<file path="config.mk">
export PLATFORM = sky130hd
export DESIGN_NAME = sobel_magnitude_ctrl
export DESIGN_NICKNAME = d
export VERILOG_FILES = /design/src/rtl/sobel_magnitude_ctrl.sv
export SDC_FILE = /design/constraint.sdc
export NUM_CORES = 1
export LEC_CHECK = 0
export CAP_MARGIN = 25
export CORE_MARGIN = 2
export CORE_UTILIZATION = 60
export CTS_BUF_LIST = sky130_fd_sc_hd__clkbuf_8
export DETAILED_ROUTE_END_ITERATION = 10
export PLACE_DENSITY = 0.79
export SLEW_MARGIN = 20
export SYNTH_ARGS = -nofsm -noshare
export SYNTH_HDL_FRONTEND = slang
export SYNTH_SLANG_ARGS = --single-unit
</file>
<file path="constraint.sdc">
create_clock -name clk -period 4.2 [get_ports clk]
set_input_delay 0.84 -clock clk [delete_from_list [all_inputs] [get_ports clk]]
set_output_delay 0.84 -clock clk [all_outputs]
set_load 0.01 [all_outputs]
</file>
<file path="src/rtl/sobel_magnitude_ctrl.sv">
// Sobel edge magnitude controller.
// Takes a signed gradient pair (gx, gy), squares both magnitudes with two
// bit-serial shift-add squarers, bypasses the trivial sums (zero and
// saturated), and otherwise hands the sum to an external square-root unit
// over a start/done handshake.
// The 8-bit result goes out on a valid/ready handshake.
// Optional build macro: MAG_TIMEOUT_EN adds a watchdog on the sqrt wait.
// When the watchdog fires, the block returns a saturated result and raises
// mag_err.
module sobel_magnitude_ctrl #(
  parameter int IN_W           = 11,
  parameter int MAG_W          = 8,
  parameter int SQ_W           = 20,
  parameter int TIMEOUT_CYCLES = 64
) (
  input  logic             clk,
  input  logic             reset_n,
  input  logic             in_valid,
  output logic             in_ready,
  input  logic [IN_W-1:0]  gx,
  input  logic [IN_W-1:0]  gy,
  output logic             sqrt_start,
  output logic [SQ_W-1:0]  sqrt_data,
  input  logic [MAG_W-1:0] sqrt_answer,
  input  logic             sqrt_done,
  output logic             mag_valid,
  input  logic             mag_ready,
  output logic [MAG_W-1:0] mag_out,
  output logic             mag_err
);

  localparam int PROD_W = 2 * IN_W - 1;  // |g|^2 of an IN_W-bit signed value
  localparam int SUM_W  = 2 * IN_W;      // sum of two squares, never overflows
  localparam int CNT_W  = $clog2(IN_W);
  localparam logic [SUM_W-1:0] SAT_SUM = SUM_W'((2**MAG_W - 1) * (2**MAG_W - 1));
  localparam logic [MAG_W-1:0] MAG_MAX = '1;

  // The watchdog needs room for at least one wait cycle before it fires.
  if (TIMEOUT_CYCLES < 2) begin : g_bad_timeout
    $error("TIMEOUT_CYCLES must be at least 2");
  end

  typedef enum logic [2:0] {
    ST_IDLE,
    ST_SQUARE,
    ST_SUM,
    ST_SQRT_WAIT,
    ST_OUT
  } state_t;

  state_t             state_q, state_d;
  logic [IN_W-1:0]    mplier_x_q, mplier_x_d, mplier_y_q, mplier_y_d;
  logic [PROD_W-1:0]  mcand_x_q, mcand_x_d, mcand_y_q, mcand_y_d;
  logic [PROD_W-1:0]  acc_x_q, acc_x_d, acc_y_q, acc_y_d;
  logic [CNT_W-1:0]   bit_cnt_q, bit_cnt_d;
  logic               sqrt_start_q, sqrt_start_d;
  logic [SQ_W-1:0]    sqrt_data_q, sqrt_data_d;
  logic [MAG_W-1:0]   mag_out_q, mag_out_d;
  logic               mag_err_q, mag_err_d;
  logic               in_ready_q, in_ready_d;
  logic               done_prev_q, done_prev_d;
  logic [SUM_W-1:0]   sum_w;
  logic               done_rise;
`ifdef MAG_TIMEOUT_EN
  localparam int WAIT_W = $clog2(TIMEOUT_CYCLES);
  logic [WAIT_W-1:0]  wait_cnt_q, wait_cnt_d;
`endif

  // Two's-complement magnitude; the most negative input maps to 2^(IN_W-1).
  function automatic logic [IN_W-1:0] abs_val(input logic [IN_W-1:0] v);
    return v[IN_W-1] ? (~v + IN_W'(1)) : v;
  endfunction

  assign sum_w     = SUM_W'(acc_x_q) + SUM_W'(acc_y_q);
  assign done_rise = sqrt_done & ~done_prev_q;

  // Next-state and datapath updates for the whole pair lifecycle.
  always_comb begin
    // NOTE: every variable gets its hold value first so no path infers a latch.
    state_d      = state_q;
    mplier_x_d   = mplier_x_q;
    mplier_y_d   = mplier_y_q;
    mcand_x_d    = mcand_x_q;
    mcand_y_d    = mcand_y_q;
    acc_x_d      = acc_x_q;
    acc_y_d      = acc_y_q;
    bit_cnt_d    = bit_cnt_q;
    sqrt_start_d = sqrt_start_q;
    sqrt_data_d  = sqrt_data_q;
    mag_out_d    = mag_out_q;
    mag_err_d    = mag_err_q;
    done_prev_d  = sqrt_done;  // tracked in every state so a stale high done is never an edge
`ifdef MAG_TIMEOUT_EN
    wait_cnt_d   = wait_cnt_q;
`endif

    case (state_q)
      ST_IDLE: begin
        if (in_valid && in_ready_q) begin
          mplier_x_d = abs_val(gx);
          mplier_y_d = abs_val(gy);
          mcand_x_d  = PROD_W'(abs_val(gx));
          mcand_y_d  = PROD_W'(abs_val(gy));
          acc_x_d    = '0;
          acc_y_d    = '0;
          bit_cnt_d  = '0;
          state_d    = ST_SQUARE;
        end
      end

      ST_SQUARE: begin
        // One multiplier bit per cycle: add the shifted multiplicand when set.
        if (mplier_x_q[0]) acc_x_d = acc_x_q + mcand_x_q;
        if (mplier_y_q[0]) acc_y_d = acc_y_q + mcand_y_q;
        mcand_x_d  = mcand_x_q << 1;
        mcand_y_d  = mcand_y_q << 1;
        mplier_x_d = mplier_x_q >> 1;
        mplier_y_d = mplier_y_q >> 1;
        if (bit_cnt_q == CNT_W'(IN_W - 1)) begin
          state_d = ST_SUM;
        end else begin
          bit_cnt_d = bit_cnt_q + CNT_W'(1);
        end
      end

      ST_SUM: begin
        if (sum_w == '0) begin
          mag_out_d = '0;
          state_d   = ST_OUT;
        end else if (sum_w >= SAT_SUM) begin
          mag_out_d = MAG_MAX;
          state_d   = ST_OUT;
        end else begin
          sqrt_data_d  = sum_w[SQ_W-1:0];
          sqrt_start_d = 1'b1;
`ifdef MAG_TIMEOUT_EN
          wait_cnt_d   = '0;
`endif
          state_d      = ST_SQRT_WAIT;
        end
      end

      ST_SQRT_WAIT: begin
        if (done_rise) begin
          mag_out_d    = sqrt_answer;
          sqrt_start_d = 1'b0;
          state_d      = ST_OUT;
        end
`ifdef MAG_TIMEOUT_EN
        else if (wait_cnt_q == WAIT_W'(TIMEOUT_CYCLES - 1)) begin
          mag_out_d    = MAG_MAX;
          mag_err_d    = 1'b1;
          sqrt_start_d = 1'b0;
          state_d      = ST_OUT;
        end else begin
          wait_cnt_d = wait_cnt_q + WAIT_W'(1);
        end
`endif
      end

      ST_OUT: begin
        if (mag_ready) begin
          mag_err_d = 1'b0;
          state_d   = ST_IDLE;
        end
      end

      default: state_d = ST_IDLE;
    endcase

    // Registered so in_ready stays low while reset is held.
    in_ready_d = (state_d == ST_IDLE);
  end

  // State and datapath registers; reset aborts any pair in flight.
  always_ff @(posedge clk or negedge reset_n) begin
    if (!reset_n) begin
      state_q      <= ST_IDLE;
      mplier_x_q   <= '0;
      mplier_y_q   <= '0;
      mcand_x_q    <= '0;
      mcand_y_q    <= '0;
      acc_x_q      <= '0;
      acc_y_q      <= '0;
      bit_cnt_q    <= '0;
      sqrt_start_q <= 1'b0;
      sqrt_data_q  <= '0;
      mag_out_q    <= '0;
      mag_err_q    <= 1'b0;
      in_ready_q   <= 1'b0;
      done_prev_q  <= 1'b0;
`ifdef MAG_TIMEOUT_EN
      wait_cnt_q   <= '0;
`endif
    end else begin
      // NOTE: non-blocking updates so every flop samples pre-edge values.
      state_q      <= state_d;
      mplier_x_q   <= mplier_x_d;
      mplier_y_q   <= mplier_y_d;
      mcand_x_q    <= mcand_x_d;
      mcand_y_q    <= mcand_y_d;
      acc_x_q      <= acc_x_d;
      acc_y_q      <= acc_y_d;
      bit_cnt_q    <= bit_cnt_d;
      sqrt_start_q <= sqrt_start_d;
      sqrt_data_q  <= sqrt_data_d;
      mag_out_q    <= mag_out_d;
      mag_err_q    <= mag_err_d;
      in_ready_q   <= in_ready_d;
      done_prev_q  <= done_prev_d;
`ifdef MAG_TIMEOUT_EN
      wait_cnt_q   <= wait_cnt_d;
`endif
    end
  end

  assign in_ready   = in_ready_q;
  assign sqrt_start = sqrt_start_q;
  assign sqrt_data  = sqrt_data_q;
  assign mag_valid  = (state_q == ST_OUT);
  assign mag_out    = mag_out_q;
  assign mag_err    = mag_err_q;

endmodule

</file>
## Word-level counts from Yosys, hierarchy flattened

Cells that the tools add are included.
Widths: inputs -> output; s select.

- Flip-flop bits (word level): 144
- Input bits: 35
- Output and inout port bits: 32
- Word-level logic and storage cells: 85

- $add $sub $neg: 6
- $lt $le $gt $ge: 1
- Equality and inequality tests: 13
- Multiplexer cells: 33
- Bitwise operators: 6
- Reduce and logical (&&, ||, !) cells: 13

Operators by type and width:

| cell | count |
|---|---|
| $pmux 21 s2 | 4 |
| $mux 21 | 5 |
| $mux 11 | 4 |
| $pmux 11 s2 | 2 |
| $add 21x21->21 | 2 |
| $mux 8 | 3 |
| $add 11x1->11 const B | 2 |
| $add 21x21->22 | 1 |
| $ge 22x16->1 const B | 1 |
| $logic_not 22->1 | 1 |
| $not 11->11 | 2 |
| $mux 3 | 6 |
| $pmux 8 s2 | 1 |
| $pmux 3 s5 | 1 |
| $reduce_and 3->1 | 5 |
| $ne 2x2->1 const B | 7 |
| $mux 4 | 2 |
| $pmux 4 s2 | 1 |
| $eq 3x2->1 const B | 2 |
| $logic_not 3->1 | 2 |
| $add 4x1->4 const B | 1 |
| $eq 4x4->1 const B | 1 |
| $reduce_and 4->1 | 1 |
| $reduce_bool 2->1 | 2 |
| 9 further kinds | 13 |

## Depth between registers and ports, before layout

Gate-level depths: netlist of the first run.

- Depth after elaboration: 6
- Mapped depth: 14
- Gate-level depth less buffers: 13

## Least setup slack after synthesis of the first run

Ideal clock, no wire load.

- Path kind: reg-to-reg
- Start point: register acc_x_q[0]
- End point: register sqrt_data_q[10], in the netlist sqrt_data[10]
- Library setup time: 0.125 ns
- Data arrival time: 3.146 ns
- Data required time: 4.075 ns
- Setup slack: 0.929 ns
- Cell stages (with the launch flop): 14
- Buffers on the path: 1
- Period minus slack after synthesis: 3.271 ns
- Cells stage by stage: dfrtp_1 -> ha_1 -> inv_1 -> fa_1 -> nand2b_1 -> a21oi_2 -> o211ai_1 -> a21o_1 -> nand3_1 -> or4bb_1 -> nor4_4 -> nand3_4 -> buf_6 -> mux2_4

- Cells in the longest elaborated chain, start to end: 4
- Elaborated cells on any way between the ends: 6
- Those cells by class: add/sub: 1; order compare: 1; bitwise: 2; reduce/logical: 2

RTL lines:

| item | RTL line | source |
|---|---|---|
| start: declaration | 54 | `logic [PROD_W-1:0] acc_x_q, acc_x_d, acc_y_q, acc_y_d;` |
| start signal: assignment | 183 | `acc_x_q <= '0;` |
| start signal: assignment | 202 | `acc_x_q <= acc_x_d;` |
| $add 21x21->22 (*) | 74 | `assign sum_w = SUM_W'(acc_x_q) + SUM_W'(acc_y_q);` |
| $ge 22x16->1 or $logic_not 22->1 (tied branches) | 130, 127 |  |
| $not 1->1 (no line) | -- |  |
| $reduce_and 3->1 (no line) | -- |  |
| end signal: assignment | 206 | `sqrt_data_q <= sqrt_data_d;` |
| end: declaration | 57 | `logic [SQ_W-1:0] sqrt_data_q, sqrt_data_d;` |

Mark *: on every way between the ends. The rest lies on a longest branch, timed or not.
A chain may end at the register's enable or synchronous reset.

## Final worst setup path of the first run

- Start point: register acc_y_q[0]
- End point: register sqrt_data_q[9], in the netlist sqrt_data[9]

- Cells in the longest elaborated chain, start to end: 4
- Elaborated cells on any way between the ends: 6
- Those cells by class: add/sub: 1; order compare: 1; bitwise: 2; reduce/logical: 2

RTL lines:

| item | RTL line | source |
|---|---|---|
| start: declaration | 54 |  |
| start signal: assignment | 203 | `acc_y_q <= acc_y_d;` |
| $add 21x21->22 (*) | 74 |  |
| $ge 22x16->1 or $logic_not 22->1 (tied branches) | 130, 127 |  |
| $not 1->1 (no line) | -- |  |
| $reduce_and 3->1 (no line) | -- |  |

Marked as above.

==> results of run 1 <==
## per-stage QoR
| stage | hold slack (ps) | setup WS, ps | utilization, % | total power, mW | cells |
|---|---|---|---|---|---|
| floorplan | 446.1 | 929.0 | - | 5.484 | 1020 |
| global route | 497.4 | 260.3 | 69.20 | 8.614 | 1273 |
| detailed placement | 474.5 | 569.0 | 66.02 | 6.607 | 1241 |
| finish | 434.0 | 560.2 | 69.20 | 7.970 | 1273 |
| global placement | 458.9 | 659.3 | 66.02 | 6.474 | 1241 |
| CTS | 449.2 | 563.0 | 69.15 | 7.955 | 1272 |
## critical path, cell delays in order (launching register included)
cell and delay [ps]:
dfrtp_1 390, ha_1 200, inv_1 60, fa_1 390, nand2b_1 190, a21oi_2 160
o211ai_1 130, a21o_1 220, nand3_1 80, or4bb_1 530, nor4_4 390, nand3_4 370
mux2_4 410
## per-layer routing
layer	part of all wire, %	vias to the layer above
li1	-	3761
met1	46	3639
met2	47	192
met3	4.6	37
met4	2.7	0
met5	0	-
## final cells by class
type	count	area, sq um	area share, %
timing repair buffer	75	739.5	7.081
inverter	28	105.1	1.006
clock buffer	17	234.0	2.241
sequential	144	3603	34.51
clock inverter	14	239.0	2.289
tap	188	235.2	2.253
multi-input combinational	807	5286	50.62
## flip-flops by register name, summed over array words and instances, names as in the netlist, 8 cells and up
register    cells
acc_y_q        21
sqrt_data      20
mcand_x_q      21
mcand_y_q      21
mplier_y_q     11
acc_x_q        21
mag_out         8
mplier_x_q     11
## worst max path at each step
stage                         end  slack [ps]  startpoint
global placement    sqrt_data[12]         660  acc_y_q[0]
detailed placement   sqrt_data[9]         570  acc_y_q[0]
global route        sqrt_data[11]         260  acc_y_q[0]
finish               sqrt_data[9]         560  acc_y_q[0]
CTS                  sqrt_data[9]         560  acc_y_q[0]
floorplan           sqrt_data[10]         930  acc_x_q[0]
## cells in the final DEF (no fill, tap or decap), types with 29 or more instances in the layout
| cell | instances |
|---|---|
| clkdlybuf4s50_1 | 64 |
| nand3_1 | 53 |
| a21oi_1 | 63 |
| o21ai_0 | 111 |
| nand2_1 | 153 |
| inv_1 | 29 |
| xor2_1 | 37 |
| nor2_1 | 56 |
| ha_1 | 65 |
| dfrtp_1 | 144 |
## logic make-up (layout without fill, tap and decap cells)
kind of cell | count (synthesis) | in the layout
simple gates | 352 | 352
compound gates | 296 | 296
flops | 144 | 144
buf+inv | 69 | 134
fa+ha+maj | 68 | 68
xor+xnor | 64 | 64
mux | 26 | 26
other cells | 1 | 1
## where the power goes
part,switching (mW),leakage (nW),internal [mW],total [mW]
clock,0.554,0.233,0.763,1.32
sequential,0.487,1.84,1.93,2.42
combinational,2.45,2.90,1.78,4.24
==> impl_results.md, run 1 <==
* Status: complete, no violations
* Drt pass-1 iters at 5
* CP endpoint kind: flip-flop
* Final period utilization at 86.66%
* Post-Syn Instances at 1020
* Routed WL at 20.96 mm
* GRT Max-Usage Layer: met2
* Port buffer count at 65
* Startpoint types: flip-flop
* Type of the worst setup path: flip-flop to flip-flop
* Io pins at 67
* Total core area at 15090 sq um
* Total grt overflow at 0
* Worst Max-Slew Pin Slew at 898.9 ps
* Post-DP HPWL at 15.26 mm
* Routing usage on met2 at 43.88%
* Die height at 127.6 um
* Area grow syn2layout at 13.91%
* Reg2Reg Depth at 12
* Cell Area, Placed at 9962 sq um
* Asr flop ratio synth at 100.0%
* P_leak at 4.974 nW
* Global-route wire length before repair at 35.02 mm
* Share of cells above drive strength 1 at 6.636%
* RSZ-0062 raised after global routing: no
* Final nets at 1176
* Clk_skew at 9.117 ps
* Yosys top cell area share at 39.31%
* Mean area per synthesized cell at 8.988 sq um
* Count leader, synth: nand2_1
* Drt drc at 0
* Syn_nets at 1123
* Post-Layout Inst Area at 10440 sq um
* F_max at 274.7 MHz
* Clock Pin Slew Worst Setup and Hold Paths at 80 ps
* Die Width at 127.6 um
* Starting Density at 60.75%
* Fill cell count at 1215
* M1 GR Usage at 36.28%
* Tmin final at 3640 ps
* # setup viols final at 0
* Vias at 7629
* Register bit count reported by yosys at 144
* RR Startpoint: acc_y_q[0]
* Die area at 16280 sq um
* Post-synth EDFFs at 0
* Max-cap check violation count at 0
* FP Rows at 45
* Most used DFF post-synth: dfrtp_1
* Synth top cells by count: nand2_1 (153), dfrtp_1 (144), o21ai_0 (111), ha_1 (65), a21oi_1 (63)
* Worst skew pair latency at 470 ps
* Hold Crit Class: input pin to async pin
* Clk sink count at 144
* Total CTS buffers at 17
* Largest net degree at the start of global routing at 88
* Synth Cell Area at 9168 sq um
* Routed length per instance at 16.47 um
* Compound-cell area share of the yosys netlist at 20.24%
* Root Buffer: clkbuf_8
* RR Endpoint: sqrt_data[9]
* Setup_tns at 0 ps
* CTS tree: done
* All-Layer GR Usage at 26.93%
* Resize count post-CTS at 0
* RePlAce Congestion at 0.9611
* Number of diodes at 0
* Largest cells by area after synthesis: dfrtp_1 (39%), ha_1 (8.9%), nand2_1 (6.3%), o21ai_0 (6.1%), xor2_1 (3.5%)
* CTS H-tree depth at 4
* Clock Path Buffers at 2
* Final max-slew violation count at 0
* Hold-fix buffers, CTS at 0
* Crit-path max FO at 23
* Seq/Total Area, Yosys at 39.31%
* Count of final hold-check violations at 0
* Post-Synth Adder-Cell Area at 9.526%
* Setup Buffers After CTS at 0
* Max IR drop VDD at 350.3 uV
* Synth Area in XOR/XNOR at 6.114%
* Iter 0 DRT Violations at 507
* Multiplexer share of the synthesized area at 3.480%
* Req. time, crit path at 4550 ps
* Vias in the first global route at 7250
* Cell area power density at 763.3 nW/um^2
* Vias per cell at 5.993
* Post-synth top area cell: dfrtp_1
* GR Util met3 at 4.481%
* Largest family of logic cells by synthesized area: compound AO/OA/AOI/OAI gates
* Worst slew margin at 40.07%
* Post-synthesis simple-gate area fraction at 18.18%
* Initial antenna violation count at 0
* Ys Warns at 0
* Yosys cell types at 71
* Routed Antenna Nets at 0
* Minimum setup slack among reg-to-reg paths at 560 ps
* Critical Path AT at 3990 ps
(Power assumes the default switching activity.)
==> run 2: changes to the inputs <==
--- a/config.mk
+++ b/config.mk
@@ -5,13 +5,11 @@
 export SDC_FILE = /design/constraint.sdc
 export NUM_CORES = 1
 export LEC_CHECK = 0
-export CAP_MARGIN = 25
 export CORE_MARGIN = 2
 export CORE_UTILIZATION = 60
 export CTS_BUF_LIST = sky130_fd_sc_hd__clkbuf_8
 export DETAILED_ROUTE_END_ITERATION = 10
 export PLACE_DENSITY = 0.79
-export SLEW_MARGIN = 20
 export SYNTH_ARGS = -nofsm -noshare
 export SYNTH_HDL_FRONTEND = slang
 export SYNTH_SLANG_ARGS = --single-unit
==> impl_results.md, run 2 (synthesized netlist as in run 1, its figures left out) <==
* Status: complete, no violations
* Final period utilization at 86.74%
* Setup_tns at 0 ps
* Commonest non-fill, non-tap cell in the layout: nand2_1
* Share of cells above drive strength 1 at 6.550%
* Routed length per instance at 16.51 um
* Startpoint types: flip-flop
* Hold Crit Class: input pin to async pin
* Slowest stage delay, CP at 530 ps
* Worst slew margin at 33.08%
* Initial antenna violation count at 0
* Commonest cells after routing, fill and taps aside: nand2_1 (153), dfrtp_1 (144), o21ai_0 (111)
* Fill cell count at 1215
* Routed WL at 21.00 mm
* Clk sink count at 144
* CP delay by family, top: simple AND/OR/NAND/NOR gates
* CP endpoint kind: flip-flop
* Cell Area, Placed at 9962 sq um
* Iter 0 DRT Violations at 473
* Root Buffer: clkbuf_8
* Cell count after placement at 1241
* Req. time, crit path at 4550 ps
* Total CTS buffers at 17
* Final cell count without fillers at 1272
* CTS tree: done
* CTS H-tree depth at 4
* # setup viols final at 0
* CP bufs+invs at 1
* P_leak at 4.970 nW
* Post-Place Worst Slack at 569.0 ps
* Total grt overflow at 0
* Total core area at 15090 sq um
* Drt pass-1 iters at 4
* RePlAce Congestion at 0.9611
* RSZ-0062 raised after global routing: no
* Cell area power density at 762.4 nW/um^2
* Max-cap check violation count at 0
* Clock Pin Slew Worst Setup and Hold Paths at 80 ps
* Port buffer count at 65
* Final max-slew violation count at 0
* Resize count post-CTS at 0
* Post-DP HPWL at 15.26 mm
* Post-route worst setup slack at 556.7 ps
* Worst Max-Slew Pin Slew at 1000 ps
* Die area at 16280 sq um
* Storage cell area at 3603 sq um
* Hold-fix buffers, CTS at 0
* Type of the worst setup path: flip-flop to flip-flop
* Setup Buffers After CTS at 0
* Global-route wire length before repair at 35.02 mm
* Critical Path AT at 3990 ps
* FP Rows at 45
* Worst skew pair latency at 470 ps
* Drt drc at 0
* Starting Density at 60.75%
* Crit-path slowest cell: or4bb_1
* Routed Antenna Nets at 0
* Largest net degree at the start of global routing at 88
* Die height at 127.6 um
* Vias per cell at 5.975
* Clk_skew at 11.16 ps
* Crit-path max FO at 23
* Die Width at 127.6 um
* Post-Layout Inst Area at 10440 sq um
* Vias in the first global route at 7250
* Count of final hold-check violations at 0
* Clock Path Buffers at 2
* Max IR drop VDD at 351.5 uV
* Number of diodes at 0
* Final nets at 1175
* Tmin final at 3643 ps
* Crit-path cells: ha_1, inv_1, fa_1, nand2b_1, a21oi_2, o211ai_1, a21o_1, nand3_1, or4bb_1, nor4_4, nand3_4, mux2_4
* Io pins at 67
* Vias at 7600
* Area grow syn2layout at 13.83%
* All-Layer GR Usage at 26.93%
* F_max at 274.5 MHz
* Multi-input logic area at 5286 sq um
-- run 2: cell types whose count changed in the layout (fill, tap and decap cells not counted) --
| cell | before | now |
|---|---|---|
| buf_4 | 9 | 8 |
-- run 2: area by class of cell --
| type | instances | area share (%) |
|---|---|---|
| Sequential cell | 144 | 34.53 |
| Inverter | 28 | 1.007 |
| Clock inverter | 14 | 2.290 |
| Multi-Input combinational cell | 807 | 50.66 |
| Tap cell | 188 | 2.254 |
| Clock buffer | 17 | 2.242 |
| Timing Repair Buffer | 74 | 7.014 |
-- run 2: worst paths after layout --
path | startpoint | endpoint | slack [ps] | cells after the start
max | acc_y_q[0] | sqrt_data[9] | 560 | 12
min | reset_n | state_q[2] | 430 | 1
max reg2reg | acc_y_q[0] | sqrt_data[9] | 560 | 12
min reg2reg | mplier_y_q[2] | mplier_y_q[1] | 480 | 2
max in group asynchronous | reset_n | acc_y_q[5] | 2970 | 2
min in group clk | mplier_y_q[2] | mplier_y_q[1] | 480 | 2
-- run 2: stage by stage --
step	hold WS (ps)	utilization (%)	total power, mW
final	433.1	69.15	7.955
after global routing	497.4	69.15	8.603
after CTS	449.2	69.15	7.955
after detailed placement	474.5	66.02	6.607
after global placement	458.9	66.02	6.474
after floorplan	446.1	-	5.484
-- run 2: layer usage --
layer	global-route usage [%]	wire length [um]	part of all wire (%)
met1	36.28	9618	46
met2	43.88	9910	47
met3	4.481	947	4.5
met4	10.28	521	2.5
met5	0	0	0
-- run 2: report_power, final --
part	internal, mW	switching (mW)	total [mW]
sequential	1.93	0.487	2.42
combinational	1.77	2.45	4.22
clock	0.764	0.554	1.32
==> run 3: changes to the inputs <==
--- a/config.mk
+++ b/config.mk
@@ -9,7 +9,9 @@
 export CORE_UTILIZATION = 60
 export CTS_BUF_LIST = sky130_fd_sc_hd__clkbuf_8
 export DETAILED_ROUTE_END_ITERATION = 10
+export GPL_TIMING_DRIVEN = 0
 export PLACE_DENSITY = 0.79
+export SETUP_SLACK_MARGIN = 0.15
 export SYNTH_ARGS = -nofsm -noshare
 export SYNTH_HDL_FRONTEND = slang
 export SYNTH_SLANG_ARGS = --single-unit
==> impl_results.md, run 3 (synthesized netlist as in run 1, its figures left out) <==
* Clk_skew at 9.324 ps
* Area grow syn2layout at 14.13%
* Storage cell area at 3603 sq um
* Max IR drop VDD at 374.3 uV
* Worst slew margin at 28.99%
* Cell count after placement at 1274
* Io pins at 67
* Crit-path max FO at 8
* Multi-input logic area at 5279 sq um
* All-Layer GR Usage at 29.57%
* Share of cells above drive strength 1 at 6.082%
* Commonest non-fill, non-tap cell in the layout: nand2_1
* Drt drc at 0
* Total CTS buffers at 17
* Worst skew pair latency at 460 ps
* Iter 0 DRT Violations at 605
* Total grt overflow at 0
* Routed length per instance at 17.57 um
* CP endpoint kind: flip-flop
* P_leak at 4.976 nW
* Count of final hold-check violations at 0
* Die Width at 127.6 um
* Startpoint types: flip-flop
* Total core area at 15090 sq um
* Worst Max-Slew Pin Slew at 1063 ps
* Port buffer count at 65
* RSZ-0062 raised after global routing: no
* Die height at 127.6 um
* Critical Path AT at 4170 ps
* CTS H-tree depth at 4
* Max-cap check violation count at 0
* Setup_tns at 0 ps
* FP Rows at 45
* Drt pass-1 iters at 5
* Starting Density at 60.75%
* Type of the worst setup path: flip-flop to flip-flop
* Global-route wire length before repair at 38.09 mm
* CTS tree: done
* Hold-fix buffers, CTS at 0
* Vias per cell at 6.068
* Req. time, crit path at 4540 ps
* Routed WL at 22.95 mm
* RePlAce Congestion at 0.9336
* # setup viols final at 0
* Commonest cells after routing, fill and taps aside: nand2_1 (153), dfrtp_1 (144), o21ai_0 (110)
* Clock Path Buffers at 2
* Hold Slack at 323.8 ps
* F_max at 261.2 MHz
* Vias in the first global route at 7745
* Fill cell count at 1211
* Cell area power density at 757.3 nW/um^2
* Vias at 7925
* Largest net degree at the start of global routing at 91
* Number of diodes at 0
* Setup Buffers After CTS at 0
* Routed Antenna Nets at 0
* Initial antenna violation count at 0
* Root Buffer: clkbuf_8
* Tmin final at 3829 ps
* Hold Crit Class: input pin to async pin
* Status: complete, no violations
* Post-DP HPWL at 17.06 mm
* Clk sink count at 144
* Cell Area, Placed at 10080 sq um
* Final period utilization at 91.17%
* Final cell count without fillers at 1306
* Final nets at 1208
* Final max-slew violation count at 0
* Die area at 16280 sq um
* Clock Pin Slew Worst Setup and Hold Paths at 80 ps
* Post-Layout Inst Area at 10460 sq um
## run 3: changes by cell type in the layout (fill, tap and decap cells not counted), sizes merged
cell / delta
inv: +2
clkbuf: +25
clkinvlp: -1
clkinv: +4
buf: +8
bufinv: -4
## run 3: cell type report
class	count	share of cell area, %
multi-input cells	807	50.45
flip-flops and latches	144	34.44
repair buffers	66	6.494
well taps	188	2.248
clock buffers	17	2.236
plain buffers	41	1.722
clock inverters	15	1.399
inverters	28	1.005
## run 3: what timing repair did
action / 4_1_cts / 5_1_grt
setup endpoints to repair: 0 / 13
resized for setup: 0 / 1
hold endpoints to repair: 0 / 0
## run 3: path summary, 6_finish.rpt
path,start,end,slack [ps],depth (start not counted)
min in group clk,mplier_y_q[10],mplier_y_q[10],480,2
worst min register to register,mplier_y_q[10],mplier_y_q[10],480,2
worst max-delay path,acc_y_q[0],mag_out[5],370,13
worst min-delay path,reset_n,mag_out[1],320,1
max in group asynchronous,reset_n,mcand_y_q[20],3040,2
worst max register to register,acc_y_q[0],mag_out[5],370,13
## run 3: worst max-delay path: stages (launching register included)
cell and delay (ps):
dfrtp_1 450, ha_1 220, inv_1 70, fa_1 390, nand2b_1 190, a21oi_2 180
o211ai_1 170, a21o_1 250, nand3_1 80, or4bb_1 530, nor4_4 490, nand4_1 380
o21ai_0 200, mux2i_1 110
## run 3: metal layers
metal	vias to the layer above	part of all wire, %	GRT usage (%)
li1	3827	-	-
met1	3791	44	39.08
met2	255	48	49.51
met3	52	5.1	4.062
met4	0	3.0	11.83
met5	-	0	0
## run 3: through the flow
step	setup slack, ps	util [%]	total power, mW
after floorplan	929.0	-	5.484
after global placement	-3278	66.63	6.618
after detailed placement	396.2	66.82	6.754
after CTS	351.4	69.34	7.869
after global routing	161.8	69.34	8.563
final	371.0	69.34	7.924
## run 3: power breakdown
group	switching, mW	total (mW)	internal, mW
clock network	0.563	1.09	0.525
logic	2.60	4.40	1.80
registers	0.504	2.43	1.93
